## src/rtl/mux_pkg.sv

```systemverilog
// Shared types and helpers for the scanning multiplexer and its channel finder.
package mux_pkg;

   typedef enum logic [1:0] {
      IDLE   = 2'd0,
      MANUAL = 2'd1,
      SCAN   = 2'd2
   } state_t;

   localparam logic MODE_MANUAL = 1'b0;
   localparam logic MODE_SCAN   = 1'b1;

   // Index width that never collapses to zero bits for tiny counts.
   function automatic int clog2_min1(input int n);
      return (n <= 2) ? 1 : $clog2(n);
   endfunction

endpackage

```

## src/rtl/next_ch_finder.sv

```systemverilog
// Rotating priority encoder: lowest enabled channel strictly above ptr,
// falling back to the lowest enabled channel overall (a wrap).
module next_ch_finder
   import mux_pkg::*;
#(
   parameter int  N_CH = 16,
   localparam int SW   = clog2_min1(N_CH)
) (
   input  logic [N_CH-1:0] ch_mask,
   input  logic [SW-1:0]   ptr,
   output logic [SW-1:0]   next_ch,
   output logic            found,
   output logic            wrap
);

   logic [SW-1:0] hi_ch;
   logic [SW-1:0] lo_ch;
   logic          hi_found;

   // Descending scan so the last hit written is the lowest index.
   always_comb begin
      hi_ch    = '0;
      lo_ch    = '0;
      hi_found = 1'b0;
      for (int i = N_CH - 1; i >= 0; i--) begin
         if (ch_mask[i]) begin
            lo_ch = SW'(i);
            if (i > int'(ptr)) begin
               hi_ch    = SW'(i);
               hi_found = 1'b1;
            end
         end
      end
   end

   assign found   = |ch_mask;
   assign next_ch = hi_found ? hi_ch : lo_ch;
   assign wrap    = found & ~hi_found;

endmodule

```

## src/rtl/mux_scan_n.sv

```systemverilog
// N-channel registered multiplexer with manual select and masked round-robin scan.
// Handshake: y/y_ch carry a selection only in cycles where y_valid=1; there is no back-pressure.
module mux_scan_n
   import mux_pkg::*;
#(
   parameter int  N_CH  = 16,
   parameter int  DW    = 1,
   parameter int  DWELL = 1,
   localparam int SW    = clog2_min1(N_CH)
) (
   input  logic                 clk,
   input  logic                 rst_n,
   input  logic                 en,
   input  logic                 mode,
   input  logic [SW-1:0]        sel,
   input  logic [N_CH-1:0]      ch_mask,
   input  logic [N_CH*DW-1:0]   d,
   output logic [DW-1:0]        y,
   output logic [SW-1:0]        y_ch,
   output logic                 y_valid,
   output logic                 scan_wrap
);

   localparam int            CW         = clog2_min1(DWELL);
   localparam logic [CW-1:0] DWELL_LAST = CW'(DWELL - 1);

   state_t        state, next_state;
   logic [SW-1:0] ptr, ptr_d;
   logic [CW-1:0] dwell_cnt, dwell_d;
   logic [DW-1:0] y_d;
   logic [SW-1:0] y_ch_d, tgt;
   logic          valid_d, wrap_d, advance;
   logic          sel_ok, ptr_enabled;
   logic [SW-1:0] nxt_ch;
   logic          nxt_found, nxt_wrap;
   logic [DW-1:0] d_arr [N_CH];

   for (genvar k = 0; k < N_CH; k++) begin : g_unpack
      assign d_arr[k] = d[k*DW +: DW];
   end

   // sel and ptr may exceed N_CH-1 when N_CH is not a power of two.
   always_comb begin
      sel_ok      = int'(sel) < N_CH;
      ptr_enabled = 1'b0;
      if (int'(ptr) < N_CH) ptr_enabled = ch_mask[ptr];
   end

   next_ch_finder #(.N_CH(N_CH)) u_finder (
      .ch_mask (ch_mask),
      .ptr     (ptr),
      .next_ch (nxt_ch),
      .found   (nxt_found),
      .wrap    (nxt_wrap)
   );

   always_ff @(posedge clk or negedge rst_n) begin
      if (!rst_n) state <= IDLE;
      else        state <= next_state;
   end

   always_comb begin
      next_state = IDLE;
      if (en) next_state = (mode == MODE_SCAN) ? SCAN : MANUAL;
   end

   // Next register values follow the mode sampled this edge; state tells us
   // whether scanning was already under way (dwell counting) or just starting.
   always_comb begin
      y_d     = y;
      y_ch_d  = y_ch;
      valid_d = 1'b0;
      wrap_d  = 1'b0;
      ptr_d   = ptr;
      dwell_d = '0;
      advance = 1'b0;
      tgt     = ptr;
      unique case (next_state)
         MANUAL: begin
            ptr_d   = sel;
            y_ch_d  = sel;
            valid_d = sel_ok;
            y_d     = sel_ok ? d_arr[sel] : '0;
         end
         SCAN: begin
            if (nxt_found) begin
               advance = !ptr_enabled || (state == SCAN && dwell_cnt == DWELL_LAST);
               if (advance) begin
                  tgt    = nxt_ch;
                  wrap_d = nxt_wrap;
               end else if (state == SCAN) begin
                  dwell_d = dwell_cnt + 1'b1;
               end
               ptr_d   = tgt;
               y_d     = d_arr[tgt];
               y_ch_d  = tgt;
               valid_d = 1'b1;
            end else begin
               dwell_d = dwell_cnt;
            end
         end
         default: ;
      endcase
   end

   always_ff @(posedge clk or negedge rst_n) begin
      if (!rst_n) begin
         y         <= '0;
         y_ch      <= '0;
         y_valid   <= 1'b0;
         scan_wrap <= 1'b0;
         ptr       <= '0;
         dwell_cnt <= '0;
      end else begin
         y         <= y_d;
         y_ch      <= y_ch_d;
         y_valid   <= valid_d;
         scan_wrap <= wrap_d;
         ptr       <= ptr_d;
         dwell_cnt <= dwell_d;
      end
   end

endmodule
```

## config.mk

```make
export PLATFORM = sky130hd
export DESIGN_NAME = mux_scan_n
export DESIGN_NICKNAME = d
export VERILOG_FILES = /design/src/rtl/mux_pkg.sv /design/src/rtl/next_ch_finder.sv /design/src/rtl/mux_scan_n.sv
export SDC_FILE = /design/constraint.sdc
export NUM_CORES = 1
export LEC_CHECK = 0
export CAP_MARGIN = 20
export CORE_ASPECT_RATIO = 0.5
export CORE_UTILIZATION = 49
export DETAILED_ROUTE_END_ITERATION = 6
export HOLD_SLACK_MARGIN = 0.03
export PLACE_DENSITY = 0.89
export SYNTH_ARGS = -nofsm -noshare
export SYNTH_HDL_FRONTEND = slang
export SYNTH_SLANG_ARGS = --single-unit
```

## constraint.sdc

```tcl
create_clock -name clk -period 2.65 [get_ports clk]
set_input_delay 0.53 -clock clk [delete_from_list [all_inputs] [get_ports clk]]
set_output_delay 0.53 -clock clk [all_outputs]
set_load 0.01 [all_outputs]
```

* Yosys cells after proc, flatten, opt, wreduce, memory -nomap -nowiden *
Cells that the tools add are included.

storage, ports and cells
  register bits = 10
  logic and storage cells = 143

operators by class
  $add $sub $neg = 1
  $lt $le $gt $ge = 18
  equal/unequal tests = 4
  muxes and demuxes = 103
  bitwise gates (word level) = 5
  reductions and logical operators = 6

operators by type and width
  kind                 count
  $mux 4               51
  $mux 1               44
  $gt 4x4->1 const A   8
  $gt 3x4->1 const A   4
  $reduce_or 16->1     1
  $bmux 1 s4           3
  $ge 5x5->1 const B   2
  $not 4->5            2
  $gt 2x4->1 const A   2
  $pmux 4 s2           1
  $lt 4x5->1 const B   1
  $eq 2x2->1 const B   2
  $gt 1x4->1 const A   1
  $mux 2               2
  $pmux 1 s2           2
  $eq 2x1->1 const B   1
  $ne 2x1->1 const B   1
  $not 1->1            2
  $reduce_and 2->1     1
  $reduce_bool 2->1    1
  $add 1x1->1 const B  1
  $and 1x1->1          1
  $logic_and 1x1->1    1
  $logic_not 1->1      1
  $logic_or 1x1->1     1

* Longest topological paths before layout *
Gate-level depths: netlist of the first run.

  depth after elaboration = 41
  depth in mapped cells = 12
  mapped depth without buffers = 10

* By module *
From an unflattened synthesis of the first run, not the netlist that was laid out.

second synthesis, totals
  cells, all modules = 221
  area total of the unflattened synthesis = 1731.7 um^2

by module, submodules not included
  module          times used  cells each  area each (um^2)
  mux_scan_n      1           115         1092.3
  next_ch_finder  1           106         639.4

* Worst setup path before layout of the first run *
OpenSTA, ideal clock, no wires.

  path type = input to register
  start point = input ch_mask[5]
  end point = register y
  setup time = 0.074 ns
  arrival time = 2.511 ns
  data required time = 2.576 ns
  path slack = 0.065 ns
  cell stages on the path = 12
  path buffers = 2
  cells stage by stage = clkbuf_1 mux4_2 nor2_1 a311oi_1 buf_2 o21ai_1 o41ai_4 inv_2 mux2i_1 mux2i_1 mux2_2 o21ai_2

on the way
  cells in the longest elaborated chain, start to end = 19
  elaborated cells on any way between the ends = 41
  those cells by class = eq/ne (1); mux (35); bitwise (1); reduce/logical (4)

ends and longest elaborated chain
  element                                    line                  RTL
  start, declared                            mux_scan_n.sv:16      input logic [N_CH-1:0] ch_mask,
  $mux 4 / $mux 1 (equally long branches)    next_ch_finder.sv:26  if (ch_mask[i]) begin
  $mux 4 / $mux 1 (equally long branches)    next_ch_finder.sv:28  if (i > int'(ptr)) begin
  $mux 4 / $mux 1 (equally long branches)    next_ch_finder.sv:26
  $mux 4 / $mux 1 (equally long branches)    next_ch_finder.sv:28
  $mux 4 / $mux 1 (equally long branches)    next_ch_finder.sv:26
  $mux 4 / $mux 1 (equally long branches)    next_ch_finder.sv:28
  $mux 4 / $mux 1 (equally long branches)    next_ch_finder.sv:26
  $mux 4 / $mux 1 (equally long branches)    next_ch_finder.sv:28
  [... 2 more ...]                           --
  $mux 4                                     mux_scan_n.sv:88      if (advance) begin
  $mux 4                                     mux_scan_n.sv:86      if (nxt_found) begin
  $mux 4                                     mux_scan_n.sv:78      unique case (next_state)
  $not 4->5 (not written as such)            mux_scan_n.sv:95      y_d = d_arr[tgt];
  $bmux 1 s4                                 mux_scan_n.sv:95
  $mux 1 (not written as such) (2 in a row)  mux_scan_n.sv:95
  $mux 1                                     mux_scan_n.sv:86
  $pmux 1 s2                                 mux_scan_n.sv:78
  end signal, assigned                       mux_scan_n.sv:115     y <= y_d;
  end, declared                              mux_scan_n.sv:18      output logic [DW-1:0] y,

Parallel ways exist; a longest one is shown, timed or not. The select of a mux whose other input is x is not followed.
A chain may end at the register's enable or synchronous reset.

* Worst setup path in the final report of the first run *
Ends and elaborated chain as after synthesis.

==> run metrics, run 1 <==
GRT Overall Usage 46.0%; number of diodes 0; Min Hold Slack 0.580 ns; fill cell count 130; initial antenna violation count 0; min Tclk post-route 2.96 ns; Num Clock Sinks 10; Root Buffer clkbuf_8; die area 3620 um^2; drt pass-1 iters 7; outcome complete, but fails checks; leakage 1.21 nW; DRT iter0 DRCs 506; Tot Pwr 1.81 mW; Ys Warns 0; Clock Skew 0.0155 ns; worst hold path type reg2reg; top post-synthesis cells by area dfrtp_1 (15%), mux4_2 (9.6%), mux2i_1 (7.3%), a222oi_1 (5.5%), nor2_1 (4.6%); wire per inst 26.6 um; CTS tree done; critical path fanouts, max 5; via count 2,741; later-pin clock latency in the skew report 0.25 ns; CORE AREA 3100 um^2; DP HPWL 4.90 mm; Final setup viols 2; Die Wd 84.0 um; share of cells above drive strength 1 35.4%; Max Slew Vio Count 0; Placed Cells 332; failing checks DRC, setup timing; slew at the pin with the worst max-slew slack 0.513 ns; max cap viols 0; element type at the critical path start primary input; cells after synthesis 210; PortBufs 46; top cell type by total area after synthesis dfrtp_1; post-route cell area 2820 um^2; fin cells 351; commonest cells after routing, fill and taps aside buf_4 (61), clkdlybuf4s50_1 (30), nor2_1 (18), nand2_1 (18), a21oi_1 (14); height of the die 43.0 um; Avg Synthesized Cell Area 7.85 um^2; vias in the first global route 2,538; H-tree levels 1; largest net degree at the start of global routing 13; top_reg_cell synth dfrtp_1; Peak Freq 338 MHz; ANT nets after route 0; TritonCTS Buffers 3; worst endpoint required time 2.81 ns; Site Rows 14; most common cell after layout, fill and taps aside buf_4; post-synth top area share 15.2%; FF+latch count, synth 10; synthesis-to-finish area growth 70.9%; total wire length 9.35 mm; Yosys cell types 55; pre-CTS setup slack -0.609 ns; Mapped Nets 250; Seq/Total Area, Yosys 15.2%; Top Ports 47; clock slew at reported path FFs 0.04 ns; final core utilization 90.9%; Setup crit end kind register; PwrDens 641 nW/um^2; nets@finish 353; setup TNS -0.400 ns; clk buf depth 2; hold violation total from the final report 0; Worst Setup Slack, final -0.311 ns; unrepaired setup endpoints after global routing yes; first-pass GRT wire length 12.7 mm; critical setup path kind in2reg; Max-Slew Margin vs Limit 65.5%; number of flops mapped to enable cells by yosys 0; Initial Util 53.2%; Placed Area 2470 um^2; Syn Std Cell Area 1650 um^2; vias per inst 7.81; GP Congestion 0.945; fin crit share 112%; ys async rst share 100%; Critical Path AT 3.12 ns; Post-CTS Hold Buffers 0; VDD IR max 0.494 mV; DRC 9; remaining global-route overflow 0
state kept, by name, summed over array words and instances (netlist names):
register   count
dwell_cnt      1
y_valid        1
ptr            4
state          2
scan_wrap      1
y              1
critical path, cell delays in order:
cell,delay (ns)
clkdlybuf4s15_1,0.32
mux4_2,0.55
nor2_4,0.15
a311oi_4,0.08
nand2b_4,0.20
o41ai_4,0.42
inv_2,0.13
mux2i_1,0.24
mux2i_1,0.11
mux2_4,0.27
o21ai_2,0.12
final cells by class:
class	instances	area (um^2)	area share (%)
well taps	40	50.0	1.78
clock buffers	3	41.3	1.47
repair buffers	112	991	35.2
inverters	11	41.3	1.47
multi-input cells	175	1440	51.2
flip-flops and latches	10	253	8.97
layer usage:
layer	up-vias	part of all wire [%]	global-route usage (%)
li1	1029	-	-
met1	1211	33	52.4
met2	362	40	75.9
met3	139	17	15.2
met4	0	9.4	29.7
met5	-	0	0
cell families after synthesis:
family	Yosys count	synth area share, %
buffers and inverters	25	6.90
AOI/OAI and AO/OA	75	35.1
muxes	20	17.5
and+or+nand+nor	80	25.3
DFF	10	15.2
cells in the mapped netlist, types with 2 or more instances:
| cell type | n |
|---|---|
| dfrtp_1 | 10 |
| a21oi_1 | 14 |
| mux4_2 | 7 |
| nand2_1 | 19 |
| clkbuf_1 | 5 |
| nand4_1 | 2 |
| o21ai_1 | 3 |
| and3_1 | 3 |
| a21boi_0 | 3 |
| a31oi_1 | 2 |
| a222oi_1 | 9 |
| a21boi_1 | 2 |
| o21ai_0 | 12 |
| nor2_1 | 20 |
| o22ai_1 | 8 |
| nor3_1 | 4 |
| mux2i_1 | 12 |
| buf_2 | 6 |
| nor3b_1 | 10 |
| nand2b_1 | 4 |
| inv_1 | 9 |
| nor2b_1 | 3 |
| nor4_1 | 3 |
| a21o_1 | 2 |
| inv_2 | 2 |
| o21ai_2 | 2 |
| nand3_1 | 6 |
power breakdown:
part,total [mW],switching (mW),internal [mW]
sequential,0.215,0.0374,0.178
clock,0.167,0.0668,0.0999
combinational,1.42,0.756,0.668
total,1.81,0.860,0.946
worst paths after layout:
check / start / endpoint / slack [ns] / cells after the start
max reg2reg: ptr[0]$_DFFE_PN0P_ / y$_DFFE_PN0P_ / -0.28 / 10
max in group asynchronous: rst_n / ptr[1]$_DFFE_PN0P_ / 1.67 / 1
min in group asynchronous: rst_n / scan_wrap$_DFF_PN0_ / 0.62 / 1
min: dwell_cnt$_DFFE_PN0P_ / dwell_cnt$_DFFE_PN0P_ / 0.58 / 1
min reg2reg: dwell_cnt$_DFFE_PN0P_ / dwell_cnt$_DFFE_PN0P_ / 0.58 / 1
max: ch_mask[5] / y$_DFFE_PN0P_ / -0.31 / 11
what timing repair did:
item                                    4_1_cts  5_1_grt
endpoints found under the setup margin        3        3
pin swaps                                    14        5
buffers inserted                             16        1
cloned                                        1        0
resized for setup                            46        9
(Power assumes the default switching activity.)
==> inputs of run 2 (changes only) <==
--- a/config.mk
+++ b/config.mk
@@ -5,7 +5,6 @@
 export SDC_FILE = /design/constraint.sdc
 export NUM_CORES = 1
 export LEC_CHECK = 0
-export CAP_MARGIN = 20
 export CORE_ASPECT_RATIO = 0.5
 export CORE_UTILIZATION = 49
 export DETAILED_ROUTE_END_ITERATION = 6
==> results of run 2 <==
Final layout, timing and power as in run 1 (identical DEF).
==> inputs of run 3 (changes only) <==
--- a/config.mk
+++ b/config.mk
@@ -5,6 +5,7 @@
 export SDC_FILE = /design/constraint.sdc
 export NUM_CORES = 1
 export LEC_CHECK = 0
+export CAP_MARGIN = 20
 export CORE_ASPECT_RATIO = 0.5
 export CORE_UTILIZATION = 49
 export DETAILED_ROUTE_END_ITERATION = 6
==> results of run 3 <==
Final layout, timing and power as in run 1 (identical DEF).
